[config.mk]
export PLATFORM = sky130hd
export DESIGN_NAME = sequencer_controller
export DESIGN_NICKNAME = d
export VERILOG_FILES = /design/src/rtl/sequencer_controller.sv
export SDC_FILE = /design/constraint.sdc
export NUM_CORES = 1
export LEC_CHECK = 0
export BUFFER_PORTS_ARGS = -buffer_cell sky130_fd_sc_hd__buf_2
export CAP_MARGIN = 20
export CORE_UTILIZATION = 55
export CTS_CLUSTER_SIZE = 40
export DETAILED_ROUTE_END_ITERATION = 8
export PLACE_DENSITY = 0.84
export REMOVE_ABC_BUFFERS = 1
export SYNTH_ARGS = -nofsm -noshare
export SYNTH_HDL_FRONTEND = slang
export SYNTH_SLANG_ARGS = --single-unit
[constraint.sdc]
create_clock -name clk_i -period 3.6 [get_ports clk_i]
set_input_delay 0 -clock clk_i [delete_from_list [all_inputs] [get_ports clk_i]]
set_output_delay 0 -clock clk_i [all_outputs]
set_load 0.05 [all_outputs]
[src/rtl/sequencer_controller.sv]
// Central scheduler for the 8-step sequencer: tempo/beat generation,
// STOPPED/RUNNING transport, edit cursor with toggle routing, and
// registered selection of the current beat's note for the tone generator.
//
// state      | meaning
// -----------+----------------------------------------------------------
// ST_IDLE    | piano mode; beat, tick, note and toggle outputs held at 0
// ST_STOPPED | sequencer mode, transport paused; beat/tick held, edits live
// ST_RUNNING | sequencer mode, tick counter advancing the beat
module sequencer_controller #(
  parameter int STEPS         = 8,
  parameter int TICKS_DEFAULT = 2500,
  parameter int TICKS_MIN     = 500,
  parameter int TICKS_MAX     = 5000,
  parameter int TICKS_STEP    = 250
) (
  input  logic                 clk_i,
  input  logic                 rst_i,
  input  logic                 sequencer_on_i,
  input  logic                 play_pause_i,
  input  logic                 cursor_next_i,
  input  logic                 cursor_prev_i,
  input  logic                 toggle_in_i,
  input  logic                 tempo_up_i,
  input  logic                 tempo_down_i,
  input  logic [4*STEPS-1:0]   step_notes_i,
  output logic [3:0]           beat_o,
  output logic                 beat_strobe_o,
  output logic [2:0]           cursor_o,
  output logic [STEPS-1:0]     step_toggle_o,
  output logic [3:0]           note_out_o,
  output logic                 running_o
);

  typedef enum logic [1:0] {
    ST_IDLE    = 2'd0,
    ST_STOPPED = 2'd1,
    ST_RUNNING = 2'd2
  } state_t;

  localparam logic [15:0] P_DEFAULT = 16'(TICKS_DEFAULT);
  localparam logic [15:0] P_MIN     = 16'(TICKS_MIN);
  localparam logic [15:0] P_MAX     = 16'(TICKS_MAX);
  localparam logic [15:0] P_STEP    = 16'(TICKS_STEP);
  localparam logic [3:0]  BEAT_LAST = 4'(STEPS - 1);
  localparam logic [2:0]  CUR_LAST  = 3'(STEPS - 1);

  state_t             state_q, state_d;
  logic [15:0]        tick_q, tick_d;
  logic [15:0]        period_q, period_d;
  logic [3:0]         beat_q, beat_d;
  logic               strobe_q, strobe_d;
  logic [2:0]         cursor_q, cursor_d;
  logic [STEPS-1:0]   toggle_q, toggle_d;
  logic [3:0]         note_q, note_d;
  logic [3:0]         beat_note;
  logic               active;

  // Note of the step addressed by the current beat.
  always_comb begin
    beat_note = 4'd0;
    for (int k = 0; k < STEPS; k++) begin
      if (beat_q == 4'(k)) beat_note = step_notes_i[4*k +: 4];
    end
  end

  // Next-state logic for transport, tick counter, tempo, cursor, toggle and note.
  always_comb begin
    state_d  = state_q;
    tick_d   = tick_q;
    period_d = period_q;
    beat_d   = beat_q;
    strobe_d = 1'b0;
    cursor_d = cursor_q;
    toggle_d = '0;
    note_d   = note_q;

    // Edits are only honoured while in sequencer mode and not dropping out of it.
    active = (state_q != ST_IDLE) && sequencer_on_i;

    if (!sequencer_on_i) begin
      state_d = ST_IDLE;
      beat_d  = 4'd0;
      tick_d  = 16'd0;
      note_d  = 4'd0;
    end else begin
      case (state_q)
        ST_IDLE: begin
          state_d = ST_STOPPED;
          beat_d  = 4'd0;
          tick_d  = 16'd0;
          note_d  = 4'd0;
        end
        ST_STOPPED: begin
          note_d = beat_note;
          if (play_pause_i) state_d = ST_RUNNING;
        end
        ST_RUNNING: begin
          note_d = beat_note;
          if (play_pause_i) begin
            state_d = ST_STOPPED;
          end else if (tick_q >= (period_q - 16'd1)) begin
            // >= rather than == so a period shortened mid-beat wraps at once.
            tick_d   = 16'd0;
            beat_d   = (beat_q == BEAT_LAST) ? 4'd0 : beat_q + 4'd1;
            strobe_d = 1'b1;
          end else begin
            tick_d = tick_q + 16'd1;
          end
        end
        default: state_d = ST_IDLE;
      endcase
    end

    // Tempo adjusts in every state, saturating at the period limits.
    if (tempo_up_i && !tempo_down_i) begin
      period_d = (period_q >= P_MIN + P_STEP) ? period_q - P_STEP : P_MIN;
    end else if (tempo_down_i && !tempo_up_i) begin
      period_d = (period_q <= P_MAX - P_STEP) ? period_q + P_STEP : P_MAX;
    end

    // Toggle is routed from the pre-move cursor so a same-cycle move doesn't retarget it.
    if (active) begin
      if (toggle_in_i) toggle_d[cursor_q] = 1'b1;
      if (cursor_next_i && !cursor_prev_i) begin
        cursor_d = (cursor_q == CUR_LAST) ? 3'd0 : cursor_q + 3'd1;
      end else if (cursor_prev_i && !cursor_next_i) begin
        cursor_d = (cursor_q == 3'd0) ? CUR_LAST : cursor_q - 3'd1;
      end
    end
  end

  // State and datapath registers with synchronous reset.
  always_ff @(posedge clk_i) begin
    if (rst_i) begin
      state_q  <= ST_IDLE;
      tick_q   <= 16'd0;
      period_q <= P_DEFAULT;
      beat_q   <= 4'd0;
      strobe_q <= 1'b0;
      cursor_q <= 3'd0;
      toggle_q <= '0;
      note_q   <= 4'd0;
    end else begin
      state_q  <= state_d;
      tick_q   <= tick_d;
      period_q <= period_d;
      beat_q   <= beat_d;
      strobe_q <= strobe_d;
      cursor_q <= cursor_d;
      toggle_q <= toggle_d;
      note_q   <= note_d;
    end
  end

  assign beat_o        = beat_q;
  assign beat_strobe_o = strobe_q;
  assign cursor_o      = cursor_q;
  assign step_toggle_o = toggle_q;
  assign note_out_o    = note_q;
  assign running_o     = (state_q == ST_RUNNING);

endmodule

# Yosys cells after proc, flatten, opt, wreduce, memory -nomap -nowiden
# Index checks and enable logic that the tools add are counted.
[word_totals]
register_bits = 54
inputBits = 41
out_inout_bits = 21
[op_classes]
n_addsub = 7
n_lt_le_gt_ge = 5
n_eq_ne = 14
n_mux = 30
n_bitwise = 4
n_reduce_logical = 26
[op_table]
columns = ["operator", "count"]
rows = [
  ["$mux W16", 6],
  ["$mux W4", 11],
  ["$pmux W16 S2", 1],
  ["$add A16 B1 Y16 const B", 1],
  ["$add A16 B8 Y16 const B", 1],
  ["$eq A4 B3 Y1 const B", 4],
  ["$ge A16 B10 Y1 const B", 1],
  ["$ge A16 B16 Y1", 1],
  ["$le A16 B13 Y1 const B", 1],
  ["$pmux W4 S2", 2],
  ["$sub A16 B1 Y16 const B", 1],
  ["$sub A16 B8 Y16 const B", 1],
  ["$mux W3", 4],
  ["$reduce_bool A2 Y1", 5],
  ["$eq A4 B2 Y1 const B", 2],
  ["$logic_and A1 B1 Y1", 6],
  ["$ne A2 B2 Y1 const B", 3],
  ["$pmux W2 S3", 1],
  ["$reduce_and A2 Y1", 3],
  ["$add A4 B1 Y4 const B", 1],
  ["$eq A4 B1 Y1 const B", 1],
  ["$logic_not A1 Y1", 4],
  ["$logic_not A4 Y1", 1],
  ["$lt A3 B4 Y1 const B", 1],
  ["other kinds (17)", 23],
]

# Longest topological paths before layout
# Gate-level depths: netlist of run 1.
[depth]
ltp_word = 10
ltp_mapped = 16
depth_no_buf = 14

# Worst setup path after synthesis of run 1
# No wires, ideal clock.
[synth_timing]
path_type = "register to register"
from = "register period_q[1]"
to = "register tick_q[15]"
arrival_ns = 2.973
t_required_ns = 3.526
path_slack_ns = 0.553
path_stages_with_launch = 17
path_buffers = 2
synth_period_minus_slack_ns = 3.047
path_cell_list = "dfxtp_1 > buf_2 > inv_1 > ha_1 > nand2_1 > or3_1 > nor2_1 > nand2_1 > xor2_1 > ha_1 > a21oi_1 > o21ai_0 > a21oi_1 > nand3_1 > clkbuf_1 > or3_1 > o21ai_0"
[synth_between]
elab_chain_len = 5
[synth_rtl]
columns = ["element", "line_no", "source"]
rows = [
  ["from (decl)", "50", "logic [15:0] period_q, period_d;"],
  ["from (signal assigned)", "147", "period_q <= period_d;"],
  ["$sub A16 B1 Y16", "102", "end else if (tick_q >= (period_q - 16'd1)) begin"],
  ["$ge A16 B16 Y1", "102", ""],
  ["$mux W16", "102", ""],
  ["$mux W16", "100", "if (play_pause_i) begin"],
  ["$pmux W16 S2", "87", "case (state_q)"],
  ["to (signal assigned)", "146", "tick_q <= tick_d;"],
  ["to (decl)", "49", "logic [15:0] tick_q, tick_d;"],
]
# Every way passes these cells. The select of a mux whose other input is x is not followed.
# A chain may end at the register's enable or synchronous reset.

# Worst setup path in the final report of run 1
[layout_timing]
from = "register period_q[2]"
to = "register tick_q[12]"
# Same word-level chain as after synthesis.

==> results.toml, run 1 <==
[timing]
tightest_slew_ns = 0.9183
fmax_mhz = 297.1
final-setup-viol-count = 0
hold_viol_final = 0
final.setup_skew_ns = 0.003439
maxSlewHeadroom_pct = 38.78
fin_tns_setup_ns = 0
min_period_ns = 3.366
slew_violations = 0
setup_ws_ns = 0.2340
fin_crit_sh_pct = 93.50

[worst_setup_path]
reg2reg_from = "period_q[2]$_SDFFE_PP1P_"
crit_type = "flip-flop to flip-flop"
crit_arrival_ns = 3.63
r2r_setup_slack_ns = 0.23
worstRegToRegCells = 15
crit_start = "period_q[2]$_SDFFE_PP1P_"
r2r-end = "tick_q[12]$_SDFFE_PP0P_"
endpoint_kind = "flip-flop"
critPathMaxFanout = 16
worstSetupStartpointType = "flip-flop"
cp_data_required_time_ns = 3.86

[route]
drc_errors = 0
vias = 4042
wire_per_inst_um = 15.08
dr_wl_met3_um = 742
avgViaCountPerCell = 6.162
met2WireLength_mm = 4.543
drt_wl_total_mm = 9.894
postRouteAntennaNets = 0
drt_iter0_drc = 315
drt-pass1-iter-count = 5
wl_met1_mm = 4.425
maxUsedRoutingLayer = "met4"

[synth]
synthArstFlopShare_pct = 0
synth_commonest_cells = "nand2_1 (59), dfxtp_1 (53), nor2_1 (35)"
synth_top_family_by_area = "compound AO/OA/AOI/OAI gates"
synth-seq-cells = 53
synth_top_area_share_pct = 26.70
synth_compound_area_share_pct = 26.16
synth-edff-count = 0
netlist_area_mm2 = 0.003974
synth_mux_area_share_pct = 0.2519
yosys.area_share.simple_pct = 24.37
yosys.cell_types.count = 63
synth_xor_area_share_pct = 4.628
yosys.cell_count.top_type = "nand2_1"
synth-seq-area-share_pct = 26.70
netlist_top_cells_area = "dfxtp_1 (27%), ha_1 (10%), nand2_1 (5.6%), a21oi_1 (4.2%), o21ai_0 (4.0%)"
synth_flop_cell = "dfxtp_1"
syn_area_per_cell_um2 = 7.777
synthesis.instances = 511
yosys.area.top_type = "dfxtp_1"
synthAdderAreaFrac_pct = 10.39
yosysWarningCount = 0

[grt]
grt_pass1_vias = 3649
grt_pass1_wl_mm = 16.57
grt_overflow = 0
grt_usage_pct = 27.14
antenna_found_initial = 0
grt_start_max_net_pins = 20

[worst_hold_path]
min_to = "note_out_o[3]$_SDFFE_PP0P_"
whs_path_depth = 4
worstHoldStart = "step_notes_i[27]"
hp-class = "input port to flip-flop"

[clock_network]
cts_root_buf = "clkbuf_8"
clkSlewWorstSetupHoldPaths_ns = 0.09
htree_num_levels = 2
cts_tree = "done"
post-cts-setup-buffers = 0
numCtsBuffers = 5
insertion_delay_ns = 0.31
clkSinkCount = 53
clockBufferDepth = 2

[die]
die_w_um = 87
dieArea_mm2 = 0.007569
core_mm2 = 0.006869
initial_utilization_pct = 57.85
rows = 30
die_h_um = 87
pin_count = 62

[layout]
num_antenna_cells = 0
syn2layout_area_growth_pct = 10.33
nets = 633
drive_gt1_share_pct = 15.89
final_cells = 656

[power_and_ir_drop]
ir_drop_mv = 0.2045
power_frac_clock_pct = 24.4
power_frac_seq_pct = 46.8
cellPowerDensity_mw_per_mm2 = 313.1
p_leak_nw = 1.809
switching_power_mw = 0.4684
power_frac_comb_pct = 28.9
p_int_mw = 0.9044
p_sw_share_pct = 34.12

[placement]
dpl.hpwl_mm = 7.360
dpl_worst_slack_ns = 0.2870
port_buffers = 61
place_congestion = 0.9502
dp_cells = 648

[run_status]
outcome = "completed"

[run]
drv_cap = 0
-- cells by family (layout without fill, tap and decap cells) --
logic type      after synthesis  in the layout
mux                           1              1
flops                        53             53
buf+inv                      61            110
simple gates                195            195
compound gates              147            147
xor+xnor                     21             21
fa+ha+maj                    33             33
-- flip-flops by register name, indices dropped and copies added, names as in the netlist --
name	cells
note_out_o	4
tick_q	16
period_q	15
step_toggle_o	8
cursor_o	3
beat_strobe_o	1
state_q	2
beat_o	4
-- metal layers --
metal  vias up  GRT usage [%]
met4         0          10.91
met2       185          42.38
met1      1862          37.41
met5         -              0
li1       1974              -
met3        21          4.076
-- power by group through the flow --
| stage | clock network (mW) | registers [mW] | logic [mW] |
|---|---|---|---|
| after CTS | 0.337 | 0.642 | 0.387 |
| final | 0.335 | 0.642 | 0.396 |
| after detailed placement | 0 | 0.655 | 0.384 |
| after global placement | 0 | 0.654 | 0.369 |
| after floorplan | 0 | 0.679 | 0.240 |
| after global routing | 0.358 | 0.647 | 0.434 |
-- how the worst max path moves through the flow --
stage | endpoint | cells after the start
3_3_place_gp | tick_q[5]$_SDFFE_PP0P_ | 15
5_1_grt | tick_q[12]$_SDFFE_PP0P_ | 15
3_5_place_dp | tick_q[12]$_SDFFE_PP0P_ | 15
6_report | tick_q[12]$_SDFFE_PP0P_ | 15
4_1_cts | tick_q[12]$_SDFFE_PP0P_ | 15
2_1_floorplan | tick_q[15]$_SDFFE_PP0P_ | 12
-- timing repair --
item,in CTS,in global routing
endpoints found under the setup margin,0,6
endpoints found under the hold margin,0,0
hold buffers,0,0
resized for setup,0,3
-- critical path: stages, from the launching register on --
cell and delay [ns]:
dfxtp_1 0.40, inv_1 0.15, ha_2 0.24, nand2_1 0.08, or3_1 0.39, nor2_2 0.16
nand2_1 0.08, xor2_1 0.16, ha_1 0.33, a21oi_1 0.13, o21ai_0 0.09, a21oi_1 0.24
nand3_1 0.20, buf_4 0.24, nor4_1 0.28, a21o_1 0.12
-- placed cells by master, fill, tap and decap left out, types with 3 or more instances in the layout --
master / synthesis / layout
a2111oi_0: 3 / 3
a21o_1: 6 / 6
a21oi_1: 33 / 33
a221o_1: 5 / 5
a221oi_1: 4 / 4
a22o_1: 4 / 4
a22oi_1: 5 / 5
a311oi_1: 3 / 3
a31oi_1: 11 / 11
a32oi_1: 7 / 7
and2_1: 3 / 3
and3_1: 5 / 5
buf_2: 8 / 61
buf_4: 4 / 9
clkbuf_8: 2 / 5
dfxtp_1: 53 / 53
ha_1: 33 / 32
inv_1: 32 / 32
nand2_1: 59 / 59
nand2b_1: 7 / 7
nand3_1: 18 / 18
nand3b_1: 3 / 3
nand4_1: 13 / 13
nor2_1: 35 / 34
nor2b_1: 8 / 8
nor3_1: 17 / 17
nor3b_1: 7 / 7
nor4_1: 5 / 4
o211ai_1: 6 / 6
o21ai_0: 32 / 32
o311ai_0: 3 / 3
o32ai_1: 3 / 3
or3_1: 9 / 9
xnor2_1: 12 / 12
xor2_1: 9 / 9
-- area by class of cell --
cell class                      count  area, um^2
Fill cell                         614        2485
Multi-Input combinational cell    397        2626
Timing Repair Buffer               70       372.9
Clock inverter                      1       7.507
Sequential cell                    53        1061
Tap cell                           96       120.1
Inverter                           32       120.1
Clock buffer                        7       76.32
-- metrics by stage --
stage                     hold slack (ns)  instance area (um^2)  util (%)  total power [mW]
after global placement             0.3349                  4289     62.44             1.023
after detailed placement           0.3391                  4289     62.44             1.039
after floorplan                   0.06907                  3796         -            0.9186
after CTS                         0.01797                  4373     63.66             1.366
after global routing              0.02797                  4384     63.83             1.439
final                             0.01183                  4384     63.83             1.373
(Power assumes the default switching activity.)
==> inputs of run 2 (changes only) <==
MAX_ROUTING_LAYER = met4   (was unset)
==> run 2 against run 1 <==
- critical path depth down 2
- maximum frequency up 0.56%
- register-to-register slack better by 0.02 ns
- cell area up 0.91%
- combinational power down 2%
- hold slack better by 0.014 ns
- cell count down 0.15%
- via count up 1.2%
- worst setup slack better by 0.019 ns
- largest power group unchanged
==> results.toml, run 2 (synthesized netlist as in run 1, its figures left out) <==
[worst_setup_path]
crit_start = "period_q[9]$_SDFFE_PP0P_"
cp_cell_sequence = "or3_1 -> nor4_1 -> nor2b_1 -> nand2_1 -> xor2_1 -> ha_1 -> a21oi_1 -> o21ai_0 -> a21oi_2 -> nand3_2 -> buf_4 -> nor4_2 -> a21o_1"
critPathSlowestCell = "dfxtp_1"
crit_arrival_ns = 3.61
crit_type = "flip-flop to flip-flop"
critical-path-top-delay-family = "simple AND/OR/NAND/NOR gates"
critPathMaxFanout = 16
worst-path-buf-inv = 1
cp_data_required_time_ns = 3.87
endpoint_kind = "flip-flop"
worstSetupStartpointType = "flip-flop"
cpPeakStageDelay_ns = 0.48
reg2reg_from = "period_q[9]$_SDFFE_PP0P_"

[die]
initial_utilization_pct = 57.85
dieArea_mm2 = 0.007569
pin_count = 62
rows = 30
die_w_um = 87
die_h_um = 87
core_mm2 = 0.006869

[route]
drt_wl_total_mm = 10.18
avgViaCountPerCell = 6.243
wire_per_inst_um = 15.54
drt-pass1-iter-count = 7
drc_errors = 0
drt_iter0_drc = 385
vias = 4089
postRouteAntennaNets = 0

[layout]
final_cell_mix = "buf_2 (61), nand2_1 (59), dfxtp_1 (53)"
fin_util_pct = 64.41
multi_input_area_mm2 = 0.002641
num_antenna_cells = 0
syn2layout_area_growth_pct = 11.33
seqCellArea_mm2 = 0.001061
postLayoutCellArea_mm2 = 0.004424
final_common_cell = "buf_2"
final_cells = 655
n_fill_cell = 597
largest-register = "tick_q"
nets = 632
largest_reg_flops = 16
drive_gt1_share_pct = 16.46

[timing]
hold_viol_final = 0
setup_ws_ns = 0.2529
final.setup_skew_ns = 0.004913
maxSlewHeadroom_pct = 42.24
min_period_ns = 3.347
final-setup-viol-count = 0
hold_ws_ns = 0.02544
fin_crit_sh_pct = 92.98
slew_violations = 0
tightest_slew_ns = 0.8664
fin_tns_setup_ns = 0
fmax_mhz = 298.8

[grt]
grt_pass1_wl_mm = 17.01
grt_overflow = 0
grt_usage_pct = 28.48
grt_pass1_vias = 3705
antenna_found_initial = 0
grt_start_max_net_pins = 20

[power_and_ir_drop]
cellPowerDensity_mw_per_mm2 = 330.4
ir_drop_mv = 0.2550
p_leak_nw = 1.826
p_total_mw = 1.462

[clock_network]
cts_root_buf = "clkbuf_8"
htree_num_levels = 2
numCtsBuffers = 5
clkSlewWorstSetupHoldPaths_ns = 0.09
clkSinkCount = 53
cts_tree = "done"
insertion_delay_ns = 0.31
clockBufferDepth = 2
post-cts-setup-buffers = 0

[placement]
placed_area_mm2 = 0.004282
dpl.hpwl_mm = 7.501
dp_cells = 647
dpl_worst_slack_ns = 0.2383
port_buffers = 61
place_congestion = 0.9915

[run]
drv_cap = 0

[worst_hold_path]
hp-class = "input port to flip-flop"
worstHoldStart = "step_notes_i[25]"

[run_status]
outcome = "completed"
==> run 2: changes by cell type in the layout (fill, tap and decap cells not counted), sizes merged <==
cell,delta
bufinv,+1
clkinvlp,-1
buf,-1
==> run 2: final cells by class <==
cell class / instances / share of cell area, %
tap: 96 / 2.715
timing repair buffer: 69 / 8.258
clock inverter: 1 / 0.6787
multi-input combinational: 397 / 59.70
clock buffer: 7 / 1.951
sequential: 53 / 23.98
inverter: 32 / 2.715
==> run 2: power by group <==
part / switching [mW] / internal [mW] / leakage [nW]
Combinational: 0.232 / 0.155 / 1.34
Sequential: 0.0421 / 0.609 / 0.430
Clock: 0.197 / 0.227 / 0.0585
Total: 0.471 / 0.991 / 1.83
==> run 2: worst paths after layout <==
kind	endpoint	slack [ns]	depth (start not counted)
min reg2reg	tick_q[15]$_SDFFE_PP0P_	0.49	2
max	tick_q[5]$_SDFFE_PP0P_	0.25	13
min	note_out_o[1]$_SDFFE_PP0P_	0.03	4
max reg2reg	tick_q[5]$_SDFFE_PP0P_	0.25	13
==> run 2: worst register-to-register path: cells and delay by family, from the launching register on <==
kind,cells,cell delay (ns)
and+or+nand+nor,6,1.56
AOI/OAI and AO/OA,4,0.59
DFF,1,0.48
adders and majority gates,1,0.29
buffers and inverters,1,0.23
xor gates and xnor gates,1,0.15
==> run 2: repair_timing <==
item | CTS | global route
gates resized for setup | 0 | 6
endpoints found under the setup margin | 0 | 14
hold buffers | 0 | 0
==> run 2: per-layer routing <==
metal  global-route usage, %  routed length [um]
met1                   37.35                4526
met3                   3.697                 652
met5                       -                   0
met2                   44.60                4812
met4                   10.91                 187
==> inputs of run 3 (changes only) <==
CORE_ASPECT_RATIO = 1.4   (was unset)
==> run 3 against run 2 <==
- global-route usage down 0.11 points
- hold slack worse by 0.017 ns
- power down 4.0%
- flip-flop and latch count unchanged
- clock-buffer cell count down 2
- cell area down 0.48%
- via count down 2.6%
- maximum frequency up 5.1%
- highest routed layer unchanged
==> results.toml, run 3 (synthesized netlist as in run 1, its figures left out) <==
[timing]
fin_crit_sh_pct = 88.43
final.setup_skew_ns = 0.009563
final-setup-viol-count = 0
min_period_ns = 3.184
fmax_mhz = 314.1
tightest_slew_ns = 0.8886
fin_tns_setup_ns = 0
hold_ws_ns = 0.008792
grt_setup_unrepaired = "false"
maxSlewHeadroom_pct = 40.76
hold_viol_final = 0
slew_violations = 0

[layout]
largest_reg_flops = 16
largest-register = "tick_q"
syn2layout_area_growth_pct = 10.80
num_antenna_cells = 0
drive_gt1_share_pct = 16.58
nets = 634
seqCellArea_mm2 = 0.001062
final_cells = 656
multi_input_area_mm2 = 0.002626
final_cell_mix = "buf_2 (61), nand2_1 (59), dfxtp_1 (52)"
n_fill_cell = 622
final_common_cell = "buf_2"

[die]
die_h_um = 102.6
initial_utilization_pct = 56.92
pin_count = 62
die_w_um = 73.84
rows = 36
dieArea_mm2 = 0.007574
core_mm2 = 0.006982

[clock_network]
cts_tree = "done"
insertion_delay_ns = 0.33
clkSinkCount = 53
post-cts-setup-buffers = 0
ctsHoldBuffers = 0
clockBufferDepth = 2
numCtsBuffers = 5
htree_num_levels = 2
cts_root_buf = "clkbuf_8"
cts_resized = 0
clkSlewWorstSetupHoldPaths_ns = 0.10

[worst_setup_path]
crit_top_cell = "or3_1"
worstSetupStartpointType = "flip-flop"
critPathSlowestCell = "dfxtp_2"
crit_arrival_ns = 3.44
reg2reg_from = "period_q[2]$_SDFFE_PP1P_"
cp_cell_sequence = "inv_1 -> ha_2 -> nand2_1 -> or3_1 -> xor2_1 -> ha_1 -> a2111oi_0 -> o21ai_1 -> o211ai_1 -> nand3_1 -> buf_4 -> or3_1 -> o21ai_0"
worstRegToRegCells = 13
cp_data_required_time_ns = 3.86
endpoint_kind = "flip-flop"
crit_type = "flip-flop to flip-flop"
crit_start = "period_q[2]$_SDFFE_PP1P_"
cpPeakStageDelay_ns = 0.39
critPathMaxFanout = 20
r2r_setup_slack_ns = 0.42
endpoint = "tick_q[11]$_SDFFE_PP0P_"
r2r-end = "tick_q[11]$_SDFFE_PP0P_"

[grt]
grt_usage_pct = 28.38
grt_start_max_net_pins = 21
antenna_found_initial = 0
grt_pass1_vias = 3777
grt_overflow = 0
grt_pass1_wl_mm = 16.42

[placement]
dpl.hpwl_mm = 7.475
place_congestion = 1.005
port_buffers = 61
dp_cells = 648

[run]
drv_cap = 0

[route]
drt_iter0_drc = 182
drc_errors = 0
postRouteAntennaNets = 0
drt-pass1-iter-count = 4
drt_wl_total_mm = 10.08
wire_per_inst_um = 15.37
avgViaCountPerCell = 6.069
vias = 3981

[worst_hold_path]
hp-class = "input port to flip-flop"

[run_status]
outcome = "completed"

[power_and_ir_drop]
ir_drop_mv = 0.1763
p_leak_nw = 1.825
cellPowerDensity_mw_per_mm2 = 318.7
run 3: final cells by class:
class                   count  area share, %
repair buffers             71          8.639
multi-input cells         397          59.65
flip-flops and latches     53          24.13
inverters                  32          2.728
clock buffers               5          1.563
clock inverters             3         0.5968
well taps                  95          2.700
run 3: power breakdown:
group,internal [mW],switching (mW)
Sequential,0.609,0.0349
Combinational,0.158,0.237
Clock,0.142,0.222
Total,0.909,0.494
run 3: layer usage:
layer / up-vias / global-route usage (%) / part of all wire [%] / routed length [um]
li1: 1972 / - / - / -
met1: 1822 / 30.21 / 40 / 4064
met2: 160 / 50.25 / 51 / 5167
met3: 27 / 4.301 / 5.6 / 563
met4: 0 / 14.50 / 2.8 / 287
met5: - / - / 0 / 0
run 3: how the worst min path moves through the flow:
stage                          start                    endpoint  slack, ns  cells after the start
global placement    step_notes_i[25]  note_out_o[1]$_SDFFE_PP0P_       0.34                      4
finish              step_notes_i[27]  note_out_o[3]$_SDFFE_PP0P_      0.009                      4
global route        step_notes_i[24]  note_out_o[0]$_SDFFE_PP0P_       0.02                      4
detailed placement  step_notes_i[24]  note_out_o[0]$_SDFFE_PP0P_       0.35                      4
CTS                 step_notes_i[24]  note_out_o[0]$_SDFFE_PP0P_     0.0009                      4
floorplan                      rst_i    cursor_o[1]$_SDFFE_PP0P_       0.07                      1
run 3: critical path, delay by kind of cell, from the launching register on:
family	cells	cell delay (ns)
compound gates	4	0.81
fa+ha+maj	2	0.46
simple gates	4	0.93
flops	1	0.39
buf+inv	2	0.34
xor+xnor	1	0.17
run 3: per-stage QoR:
stage	power (mW)	setup slack [ns]	util [%]	instance area (um^2)
after floorplan	0.9186	0.3952	-	3796
after global placement	1.031	0.4600	61.52	4295
after detailed placement	1.044	0.3248	61.52	4295
after CTS	1.402	0.2952	62.89	4390
after global routing	1.477	0.05721	63.06	4403
final	1.403	0.4165	63.06	4403
